===== config.mk =====
export PLATFORM = sky130hd
export DESIGN_NAME = tag_trans_table_flat
export DESIGN_NICKNAME = d
export VERILOG_FILES = /design/src/rtl/tag_trans_table_if.sv /design/src/rtl/tag_trans_table.sv /design/src/flat_wrapper.sv
export SDC_FILE = /design/constraint.sdc
export NUM_CORES = 1
export LEC_CHECK = 0
export CORE_UTILIZATION = 38
export DETAILED_ROUTE_END_ITERATION = 8
export SLEW_MARGIN = 20
export SYNTH_ARGS = -nofsm -noshare
export SYNTH_HDL_FRONTEND = slang
export SYNTH_SLANG_ARGS = --single-unit
export TNS_END_PERCENT = 50

===== constraint.sdc =====
create_clock -name clk -period 2.2 [get_ports clk]
set_input_delay 0.66 -clock clk [delete_from_list [all_inputs] [get_ports clk]]
set_output_delay 0.66 -clock clk [all_outputs]
set_load 0.05 [all_outputs]

===== src/rtl/tag_trans_table_if.sv =====
// Lookup/update port bundle between the tag sorter, the tag storage memory
// and the tag-to-pointer translation table.
interface tag_trans_table_if #(
  parameter int N = 6,
  parameter int W = 4
);
  // Strobe semantics: rd_req and wr_req are single-cycle strobes sampled on the
  // rising clock edge. There is no ready or acknowledge, so every strobe is
  // accepted. rd_data is valid from the cycle after rd_req until the next read.
  logic         rd_req;
  logic [N-1:0] rd_addr;
  logic [W-1:0] rd_data;
  logic         wr_req;
  logic [N-1:0] wr_addr;
  logic [W-1:0] wr_data;

  modport master (
    output rd_req, rd_addr, wr_req, wr_addr, wr_data,
    input  rd_data
  );

  modport slave (
    input  rd_req, rd_addr, wr_req, wr_addr, wr_data,
    output rd_data
  );
endinterface


===== src/rtl/tag_trans_table.sv =====
// Direct-mapped tag -> storage-pointer table: 2**N registered entries,
// one-cycle registered read, write-first on a same-address collision.
module tag_trans_table #(
  parameter int N = 6,
  parameter int W = 4
) (
  input  logic              clk,
  input  logic              rst,
  tag_trans_table_if.slave  bus
);
  localparam int DEPTH = 1 << N;

  logic [W-1:0] entry [DEPTH];
  logic [W-1:0] rd_data_q;
  logic         collide;

  assign collide     = bus.wr_req && (bus.wr_addr == bus.rd_addr);
  assign bus.rd_data = rd_data_q;

  // Every entry carries a reset so that unwritten tags point at node 0, never X.
  always_ff @(posedge clk or negedge rst) begin
    if (!rst) begin
      for (int i = 0; i < DEPTH; i++) begin
        entry[i] <= '0;
      end
      rd_data_q <= '0;
    end else begin
      if (bus.wr_req) begin
        entry[bus.wr_addr] <= bus.wr_data;
      end
      if (bus.rd_req) begin
        rd_data_q <= collide ? bus.wr_data : entry[bus.rd_addr];
      end
    end
  end
endmodule


===== src/flat_wrapper.sv =====
// flat-port wrapper written by rule: the top's interface ports become plain ports
module tag_trans_table_flat 
#(
  parameter int N = 6,
  parameter int W = 4
)
  (clk, rst, bus_rd_req, bus_rd_addr, bus_wr_req, bus_wr_addr, bus_wr_data, bus_rd_data);
  tag_trans_table_if #(.N(N), .W(W)) bus_i ();
  input  logic clk;
  input  logic rst;
  input wire logic [$bits(bus_i.rd_req)-1:0] bus_rd_req;
  input wire logic [$bits(bus_i.rd_addr)-1:0] bus_rd_addr;
  input wire logic [$bits(bus_i.wr_req)-1:0] bus_wr_req;
  input wire logic [$bits(bus_i.wr_addr)-1:0] bus_wr_addr;
  input wire logic [$bits(bus_i.wr_data)-1:0] bus_wr_data;
  output wire logic [$bits(bus_i.rd_data)-1:0] bus_rd_data;
  assign bus_i.rd_req = bus_rd_req;
  assign bus_i.rd_addr = bus_rd_addr;
  assign bus_i.wr_req = bus_wr_req;
  assign bus_i.wr_addr = bus_wr_addr;
  assign bus_i.wr_data = bus_wr_data;
  assign bus_rd_data = bus_i.rd_data;
  tag_trans_table #(.N(N), .W(W)) u_core (.clk(clk), .rst(rst), .bus(bus_i));
endmodule

==> out/summary.txt <==
post-synthesis cell count: 863
CTS H-tree depth: 1
DR DRC count: 0
commonest non-fill, non-tap cells in the layout: mux2_2, dfrtp_1, buf_4
routed length per placed instance: 21.9 µm
worst path required time: 2620 ps
die height: 182 µm
met3 routed WL: 1.13 mm
GP Congestion: 0.838
average cell area after synthesis: 14.3 µm²
r2r setup slk: 310 ps
die width: 182 µm
first-pass GRT wire length: 49.4 mm
share of the synthesized area in the top cell type: 0.528
CTS buffer count: 29
layout cells sized above 1: 0.519
number of buffers added on ports: 23
Fin Clk Skew: 11.5 ps
worst-path maximum fanout: 4
PnR Total Power: 0.0124 W
Root Driver: clkbuf_16
initial antenna violation count: 0
antenna viol nets, final: 0
Max Root-Sink Buffers: 3
die area: 33200 µm²
Via Count: 7642
peak supply drop: 0.000619 V
synthesized cell area: 12300 µm²
worst slew pin tran: 759 ps
Starting Density: 0.389
TritonCTS clock tree: yes
Final Setup Violations: 0
total grt overflow: 0
Yosys reg bits: 260
number of I/O pins: 24
Max Slew Vio Count: 0
area of the core: 31700 µm²
Fin Hold WS: 500 ps
unrepaired setup endpoints after global routing: no
Slew HR: 0.493
FP Rows: 65
status: complete, no violations
FFs w/ async S/R, synth: 1.00
# clock sinks: 260
HP Start: u_core.entry[222]
DRT iter0 DRCs: 491
Synth cell types: 49
hold violation count in the final report: 0
pin count of the biggest net entering global routing: 88
Skew-Pair Late Insertion Delay: 550 ps
met1 WL: 14.2 mm
WL met2: 14.9 mm
most common cell after layout, fill and taps aside: mux2_2
critical path class: in2reg
DR pass1 iterations: 4
Post-synth EDFFs: 0
Synth-to-Final Area Change: 21.0%
Total Routing Usage GR: 0.195
LEAKAGE: 6.88 nW
uppermost layer routed: met4
vias in the first global route: 8128
highest clock rate: 466 MHz
routed wire length: 31.0 mm
final core utilization: 0.470
crit path DAT: 2570 ps
yosys warns: 0
mean number of vias per cell: 5.40
pwr/cell area: 832 nW/µm²
setup TNS: 0 ps
CP startpoint: bus_wr_addr[5]
critical path startpoint category: input pin
post-synthesis sequential area ratio: 0.528
CP Capture Type: flop
syn nets: 883
fill count: 2772
Synth area leader: dfrtp_1
CTS clock-pin slew for the worst setup and hold paths: 60 ps
Hold Crit Class: reg2reg
final net count: 1013
Area contributors post-synth: dfrtp_1, mux2_2, mux4_2
Final min period: 2150 ps
Ant. Diodes: 0
DP Wirelength: 21.3 mm
total of max-cap violations: 0
Reg2Reg Launch Point: u_core.entry[229]
Final Cycle Share: 0.975
Most used DFF post-synth: dfrtp_1
==> where the power goes <==
part | switching (W) | total [W] | leakage [nW] | internal, W
sequential | 0.000334 | 0.00575 | 3.45 | 0.00542
clock | 0.00196 | 0.00485 | 0.477 | 0.00289
combinational | 0.000786 | 0.00181 | 2.95 | 0.00103
==> Yosys cell counts (3+ instances only) <==
cell and number:
buf_1 3, or2_2 4, mux4_2 57, nor2b_1 8
mux2i_1 16, a22oi_1 10, nand2b_1 7, nand3_1 11
nor2_1 55, nand4b_1 3, mux2_2 263, buf_4 3
inv_1 4, buf_2 10, nor3_1 6, or3_1 4
dfrtp_1 260, nand2_1 44, a31oi_1 5, buf_6 4
clkbuf_1 39, nand4_1 5, xnor2_1 6
==> per-layer routing <==
layer	global-route usage	vias to the layer above
met2	0.316	113
met4	0.0545	0
met5	0	-
li1	-	3442
met3	0.0227	49
met1	0.277	4038
==> worst max-delay path, cell delays in order <==
cell	delay, ps
clkdlybuf4s50_1	620
nand2_1	130
or3_1	430
nor2_1	230
buf_4	180
mux2_2	330
==> path summary, 6_finish.rpt <==
check	endpoint	depth (start not counted)
setup / recovery	u_core.entry[25]	6
hold / removal	u_core.entry[222]	1
setup reg to reg	u_core.bus.rd_data[1]	5
hold reg to reg	u_core.entry[222]	1
max in group asynchronous	u_core.entry[159]	3
min in group asynchronous	u_core.entry[193]	2
==> logic make-up after synthesis <==
kind of cell | synth area share
simple gates | 0.0585
compound gates | 0.0234
xor+xnor | 0.00426
flops | 0.528
mux | 0.361
buf+inv | 0.0255
==> stage by stage <==
step | cell area (µm²) | setup slack (ps) | std cells
2_1_floorplan | 12300 | 14.7 | 863
3_3_place_gp | 13900 | -753 | 1363
3_5_place_dp | 13900 | -768 | 1363
4_1_cts | 14900 | 52.8 | 1416
5_1_grt | 14900 | 0.162 | 1416
6_report | 14900 | 54.6 | 1416
==> timing repair <==
item | 4_1_cts | 5_1_grt
gates resized for setup | 2 | 1
setup buffers | 0 | 0
setup endpoints to repair | 48 | 4
hold buffers | 1 | 0
endpoints found under the hold margin | 22 | 0
pin swaps | 0 | 0
==> state kept, by name (all words and copies together) (netlist names) <==
| name | flops |
|---|---|
| u_core.entry | 256 |
| u_core.bus.rd_data | 4 |
==> area by class of cell <==
| type | count | area, µm² | share of cell area |
|---|---|---|---|
| clock buffers | 37 | 796 | 0.0534 |
| clock inverters | 15 | 156 | 0.0105 |
| inverters | 5 | 18.8 | 0.00126 |
| multi-input cells | 538 | 5520 | 0.370 |
| flip-flops and latches | 260 | 6510 | 0.436 |
| well taps | 402 | 503 | 0.0337 |
| repair buffers | 159 | 1420 | 0.0950 |
No activity file was read; power rests on OpenSTA's default activity.
